===== config.mk =====
export PLATFORM = sky130hd
export DESIGN_NAME = sched_chip_table
export DESIGN_NICKNAME = d
export VERILOG_FILES = /design/src/rtl/test_sched_pkg.sv /design/src/rtl/sched_chip_table.sv
export SDC_FILE = /design/constraint.sdc
export NUM_CORES = 1
export LEC_CHECK = 0
export ABC_AREA = 1
export BUFFER_PORTS_ARGS = -buffer_cell sky130_fd_sc_hd__buf_4
export CORE_MARGIN = 4
export CORE_UTILIZATION = 55
export CTS_CLUSTER_SIZE = 16
export DETAILED_ROUTE_END_ITERATION = 10
export PLACE_DENSITY = 0.84
export SETUP_SLACK_MARGIN = 0.4
export SYNTH_ARGS = -nofsm -noshare
export SYNTH_HDL_FRONTEND = slang
export SYNTH_SLANG_ARGS = --single-unit

===== constraint.sdc =====
create_clock -name div_8_clk -period 4.2 [get_ports div_8_clk]
set_input_delay 1.26 -clock div_8_clk [delete_from_list [all_inputs] [get_ports div_8_clk]]
set_output_delay 1.26 -clock div_8_clk [all_outputs]
set_load 0.005 [all_outputs]

===== src/rtl/test_sched_pkg.sv =====
// Shared constants and types for the layer-1 power-aware self-test scheduler.
// Frame layout: {cmd[3:0], payload[3:0], src[3:0], dst[3:0], 16'hBEEF}.
package test_sched_pkg;

  localparam logic [15:0] BEEF     = 16'hBEEF;
  localparam logic [3:0]  SCHED_ID = 4'd0;

  localparam logic [3:0] CMD_REQ_PWR = 4'd1;
  localparam logic [3:0] CMD_PWR_RPT = 4'd2;
  localparam logic [3:0] CMD_START   = 4'd3;
  localparam logic [3:0] CMD_DONE    = 4'd4;

  localparam int ID_W  = 4;
  localparam int PWR_W = 4;
  localparam int AP_W  = 7;

  localparam int CMD_LSB = 28;
  localparam int PAY_LSB = 24;
  localparam int SRC_LSB = 20;
  localparam int DST_LSB = 16;

  typedef enum logic [2:0] {
    S_IDLE, S_POLL_TX, S_POLL_WAIT, S_SCHED, S_START_TX, S_RUN_WAIT, S_FINISH
  } sched_state_e;

  // ST_EMPTY marks chips never polled so they can never be picked by the fit search.
  typedef enum logic [2:0] {
    ST_EMPTY, ST_PENDING, ST_RUNNING, ST_FINISHED, ST_SKIPPED
  } chip_status_e;

  function automatic logic [31:0] make_frame(input logic [3:0] cmd, input logic [3:0] payload,
                                             input logic [3:0] src, input logic [3:0] dst);
    return {cmd, payload, src, dst, BEEF};
  endfunction

endpackage


===== src/rtl/sched_chip_table.sv =====
// Per-chip power/status table with a lowest-ID search for a PENDING chip that
// still fits into the remaining power budget.
module sched_chip_table
  import test_sched_pkg::*;
#(
  parameter int MAX_CHIPS    = 8,
  parameter int POWER_BUDGET = 20
) (
  input  logic                 div_8_clk,
  input  logic                 rst_n,
  input  logic                 poll_we_i,
  input  logic [ID_W-1:0]      poll_id_i,
  input  logic [PWR_W-1:0]     poll_pwr_i,
  input  logic                 poll_skip_i,
  input  logic                 start_we_i,
  input  logic [ID_W-1:0]      start_id_i,
  input  logic                 done_we_i,
  input  logic [ID_W-1:0]      done_id_i,
  input  logic [AP_W-1:0]      active_power_i,
  output logic                 found_o,
  output logic [ID_W-1:0]      id_o,
  output logic [PWR_W-1:0]     start_pwr_o,
  output logic [PWR_W-1:0]     done_pwr_o,
  output logic                 done_running_o,
  output logic                 any_running_o,
  output logic [MAX_CHIPS-1:0] err_mask_o
);

  logic [PWR_W-1:0] pwr_q    [MAX_CHIPS];
  logic [PWR_W-1:0] pwr_d    [MAX_CHIPS];
  chip_status_e     status_q [MAX_CHIPS];
  chip_status_e     status_d [MAX_CHIPS];
  logic [MAX_CHIPS-1:0] fit;
  logic [MAX_CHIPS-1:0] running;

  // Entry i holds chip ID i+1.
  for (genvar gi = 0; gi < MAX_CHIPS; gi++) begin : g_chip
    assign fit[gi]        = (status_q[gi] == ST_PENDING) &&
                            ((8'(pwr_q[gi]) + 8'(active_power_i)) <= 8'(POWER_BUDGET));
    assign running[gi]    = (status_q[gi] == ST_RUNNING);
    assign err_mask_o[gi] = (status_q[gi] == ST_SKIPPED);
  end

  assign any_running_o = |running;

  always_comb begin
    pwr_d    = pwr_q;
    status_d = status_q;
    for (int i = 0; i < MAX_CHIPS; i++) begin
      if (poll_we_i && poll_id_i == ID_W'(i + 1)) begin
        pwr_d[i]    = poll_pwr_i;
        status_d[i] = poll_skip_i ? ST_SKIPPED : ST_PENDING;
      end
      if (start_we_i && start_id_i == ID_W'(i + 1)) status_d[i] = ST_RUNNING;
      if (done_we_i && done_id_i == ID_W'(i + 1)) status_d[i] = ST_FINISHED;
    end
  end

  always_ff @(posedge div_8_clk or negedge rst_n) begin
    if (!rst_n) begin
      for (int i = 0; i < MAX_CHIPS; i++) begin
        pwr_q[i]    <= '0;
        status_q[i] <= ST_EMPTY;
      end
    end else begin
      pwr_q    <= pwr_d;
      status_q <= status_d;
    end
  end

  always_comb begin
    found_o        = 1'b0;
    id_o           = '0;
    start_pwr_o    = '0;
    done_pwr_o     = '0;
    done_running_o = 1'b0;
    for (int i = MAX_CHIPS - 1; i >= 0; i--) begin
      if (fit[i]) begin
        found_o = 1'b1;
        id_o    = ID_W'(i + 1);
      end
    end
    for (int i = 0; i < MAX_CHIPS; i++) begin
      if (start_id_i == ID_W'(i + 1)) start_pwr_o = pwr_q[i];
      if (done_id_i == ID_W'(i + 1)) begin
        done_pwr_o     = pwr_q[i];
        done_running_o = running[i];
      end
    end
  end

endmodule


== Word level (Yosys, flattened, before mapping) ==
Index checks and enable logic that the tools add are counted.
Operators by class
  add/sub/neg operators: 8
  reduce and logical (&&, ||, !) cells: 41
  multiplexer cells: 65
  bitwise operators: 0
  divide/modulo/power cells: 0
  magnitude comparators: 8
  shift-type cells: 0
  equal/unequal tests: 48
  multiply operators: 0
Operators with widths (number)
  2-to-1 mux 4 bit: 24
  2-to-1 mux 3 bit: 25
  adder 4 x 7 -> 8 bit: 8
  less-or-equal comparator 8 x 5 -> 1 bit (second input constant): 8
  equality test 4 x 3 -> 1 bit (second input constant): 12
  logical AND 1 bit: 32
  equality test 3 x 1 -> 1 bit (second input constant): 8
  equality test 3 x 2 -> 1 bit (second input constant): 8
  equality test 3 bit (second input constant): 8
  equality test 4 x 2 -> 1 bit (second input constant): 6
  nonzero test 3 bit: 8
  2-to-1 mux 1 bit: 16
  equality test 4 x 1 -> 1 bit (second input constant): 3
  equality test 4 bit (second input constant): 3
  OR reduction 8 bit: 1
Word-level totals
  bits of input ports: 29
  memories kept: 0
  output and inout port bits: 23
  register bits: 56
  word-level logic and storage cells: 186
  latch bits: 0
  RAM bits: 0
  bits in read-only memories: 0

== Depth between registers and ports, before layout ==
  depth after elaboration: 11
  depth in mapped cells: 17
  gate-level depth less buffers: 17

== Least setup slack after synthesis ==
No wires, ideal clock.
  kind: input to output
  start point: input port active_power_i[0]
  end point: output port id_o[1]
  stages: 10
  data arrival time: 2.785 ns
  required time: 2.940 ns
  path buffers: 0
  path slack: 0.155 ns
  cell sequence: ha_1 -> fa_1 -> or2_2 -> nand3_1 -> nand3_1 -> nand2_1 -> inv_1 -> o21ai_2 -> nand3_1 -> a21oi_1
Between the ends
  cells in the longest elaborated chain, start to end: 10
  elaborated cells between the ends (all ways): 28
  those cells by class: add/sub (7); order compare (7); mux (7); reduce/logical (7)
RTL lines
  start, declared: RTL line sched_chip_table.sv:19  | input logic [AP_W-1:0] active_power_i,
  adder 4 x 7 -> 8 bit: RTL line sched_chip_table.sv:39  | ((8'(pwr_q[gi]) + 8'(active_power_i)) <= 8'(POWER_BUDGET));
  less-or-equal comparator 8 x 5 -> 1 bit: RTL line sched_chip_table.sv:39
  logical AND 1 bit: RTL line sched_chip_table.sv:38  | assign fit[gi] = (status_q[gi] == ST_PENDING) &&
  2-to-1 mux 4 bit (6 in a row): RTL line sched_chip_table.sv:78  | if (fit[i]) begin
  2-to-1 mux 4 bit *: RTL line sched_chip_table.sv:78
  end, declared: RTL line sched_chip_table.sv:21  | output logic [ID_W-1:0] id_o,
Every way passes the cells marked *; elsewhere a longest branch is shown, timed or not.

== Worst setup path after layout ==
  start point: input port active_power_i[1]
  end point: output port id_o[1]
The elaborated chain is that of the path after synthesis.

==> summary.txt <==
Pwr
  – Leakage: 3.05 nW
  – Sequential Power Share: 37.7%
  – Logic gate share of total power: 42.9%
  – Clock power frac: 19.4%
  – Worst vdd ir: 259 µV
  – Net Sw Frac: 39.1%
  – Power Dens Cells: 361 mW/mm²
  – Sw Pwr: 0.815 mW
  – Internal: 1.27 mW

Cells and area
  – Commonest non-fill, non-tap cell in the layout: nand2_1
  – Area Overhead vs Synth: 19.3%
  – Layout cells sized above 1: 17.2%
  – Final nets: 867
  – Post-route cell area: 0.00577 mm²
  – # diodes: 0
  – Post-route insts no fill: 903
  – Commonest non-fill, non-tap cells in the layout: nand2_1, inv_1, buf_4

Route
  – DR vias: 5239
  – Final WL: 14300 µm
  – Drt pass-1 iters: 5
  – Post-DRT Antenna Nets: 0
  – DR DRC count: 0
  – Mean routed wirelength per cell: 15.8 µm
  – DR vias/cell: 5.80
  – Initial drt markers: 438

STA
  – Post-route clock period utilization: 106%
  – Final worst clock skew: 0 ps
  – Period minus WS final: 4430 ps
  – Final setup TNS: -1020 ps
  – Worst hold slack: 536 ps
  – RSZ-0062 raised after global routing: true
  – Final setup violation count: 5
  – Max Clk Rate: 0.226 GHz
  – Tightest Pin Transition: 727 ps
  – Worst setup margin: -233 ps
  – Fin. max-slew vios: 0
  – Final Hold Viols: 0
  – Slew HR: 51.4%

Worst hold path
  – Worst Hold Path Cells: 2
  – Worst hold path class: reg2reg

Clock network
  – CTS root buf: clkbuf_8
  – CTS sink cnt: 56
  – Clk_lat worst skew: 310 ps
  – Clk pin slew, worst setup/hold paths: 90 ps
  – Num CTS Buffers: 5
  – CTS H-tree depth: 2
  – Clk buf depth: 2
  – Number of hold buffers added after cts: 0
  – CTS tree: built

Yosys
  – Sequential area share after synthesis: 28.9%
  – Largest family of logic cells by synthesized area: simple AND/OR/NAND/NOR gates
  – Post-synthesis adder-cell area fraction: 11.6%
  – Syn nets: 803
  – Synth Area in XOR/XNOR: 1.09%
  – Synthesized flop and latch total: 56
  – Top cell type by total area after synthesis: dfrtp_1
  – Synth Flop Type: dfrtp_1
  – Post-Syn Area: 0.00484 mm²
  – Compound-Gate Fraction of Synth Area: 15.5%
  – Avg Inst Size Synth: 6.60 µm²
  – Post-synth EDFFs: 0
  – Synth top area share: 28.9%
  – Synth Area in Simple Gates: 31.5%
  – Asr flop ratio synth: 100%
  – Synth area leaders: dfrtp_1, nand2_1, inv_1, ha_1, o21ai_0
  – Post-Syn Instances: 734
  – Yosys cell types: 38
  – Mux share of post-synthesis cell area: 0%
  – Syn. warnings: 0

Die
  – Die W: 102 µm
  – Core ar.: 0.00838 mm²
  – Ports: 52
  – Die Y: 102 µm
  – Rows: 33
  – Die area: 0.0104 mm²
  – Initial Util: 57.8%

Status
  – Failing checks: setup timing
  – Status: finished, violations left

Setup path
  – Startpoint Class: input port
  – CP endpoint kind: output port
  – Highest fanout seen on the critical path: 5
  – Crit path kind: in2out
  – R2R depth: 2
  – CP arrival: 3170 ps
  – Required @ worst endpoint: 2940 ps

Placed design
  – GPL Wtd Cong: 1.03
  – Port bufs: 51
  – Cells after DPL: 891
  – Hpwl dp: 11200 µm
  – Post-DP Area: 0.00546 mm²

Global routing
  – Largest net degree at the start of global routing: 57
  – Initial antenna violation count: 0
  – GR Overflow Total: 0
  – First-pass GRT wire length: 23200 µm
  – GRT Total Usage: 27.9%
  – Vias in the first global route: 5095

Job
  – Max Cap Viol: 0
[through the flow]
step	worst slack [ps]	power, mW	utilization, %
5_1_grt	-332	2.24	68.9
3_3_place_gp	-209	1.58	65.1
3_5_place_dp	-287	1.63	65.1
4_1_cts	-155	2.04	67.5
6_report	-233	2.08	68.9
2_1_floorplan	200	1.34	-
[final timing paths]
path | start | endpoint | slack [ps]
worst max-delay path | active_power_i[1] | id_o[1] | -230
max in group asynchronous | rst_n | status_q[15] | 2750
min in group asynchronous | rst_n | status_q[21] | 990
worst max register to register | status_q[12] | status_q[12] | 3250
worst min-delay path | pwr_q[17] | pwr_q[17] | 540
worst min register to register | pwr_q[17] | pwr_q[17] | 540
[per-layer routing]
| metal | vias up | GRT usage, % | part of all wire, % |
|---|---|---|---|
| met5 | - | 0 | 0 |
| met4 | 0 | 12.1 | 3.7 |
| met3 | 53 | 3.62 | 7.2 |
| met2 | 243 | 47.6 | 48 |
| met1 | 2432 | 35.5 | 41 |
| li1 | 2511 | - | - |
[layout make-up]
cell class / count / area (µm²)
Inverter: 127 / 480
Tap cell: 105 / 131
Clock buffer: 5 / 68.8
Timing Repair Buffer: 69 / 553
Clock inverter: 2 / 60.1
Fill cell: 704 / 2610
Multi-Input combinational cell: 539 / 3080
Sequential cell: 56 / 1400
[power by group through the flow]
stage          combinational [mW]  clock (mW)  sequential [mW]
4_1_cts                     0.861       0.403            0.780
6_report                    0.894       0.403            0.785
3_5_place_dp                0.839           0            0.790
5_1_grt                      1.02       0.424            0.801
2_1_floorplan               0.597           0            0.748
3_3_place_gp                0.794           0            0.783
[cell usage after synthesis, drive strengths merged (2+ instances only)]
cell,count
a211oi,8
a21o,2
a21oi,30
buf,6
clkbuf,6
dfrtp,56
fa,8
ha,32
inv,126
nand2,216
nand3,47
nand3b,2
nand4,10
nor2,64
nor3,19
nor4,4
o2111ai,5
o211ai,8
o21ai,55
o21bai,5
o22ai,9
o311ai,3
or2,3
xnor2,3
xor2,3
[kinds of logic (layout without fill, tap and decap cells)]
family | Yosys count | count (layout)
flip-flops | 56 | 56
adder cells (fa/ha/maj) | 40 | 40
AND/OR/NAND/NOR | 365 | 365
XOR/XNOR | 6 | 6
buffers and inverters | 139 | 203
AO/OA/AOI/OAI | 128 | 128
[flip-flops by register name, summed over array words and instances (netlist names)]
register and flops:
pwr_q 32, status_q 24
[worst max-delay path, cell delays in order]
cell        delay, ps
buf_8              90
clkinvlp_4        150
buf_6             160
buf_6             110
fa_2              520
inv_2              30
o21ai_1            90
o21bai_1          110
nand2_1            70
nand3_1            80
nand3_2           100
nand2_4           130
inv_1              50
a21oi_2           120
buf_4             110
[repair_timing]
action | in CTS | in global routing
buffers inserted | 0 | 5
endpoints found under the setup margin | 5 | 10
endpoints found under the hold margin | 0 | 0
pin swaps | 14 | 12
gates resized for setup | 22 | 27
Power figures use the tool's default switching activity.
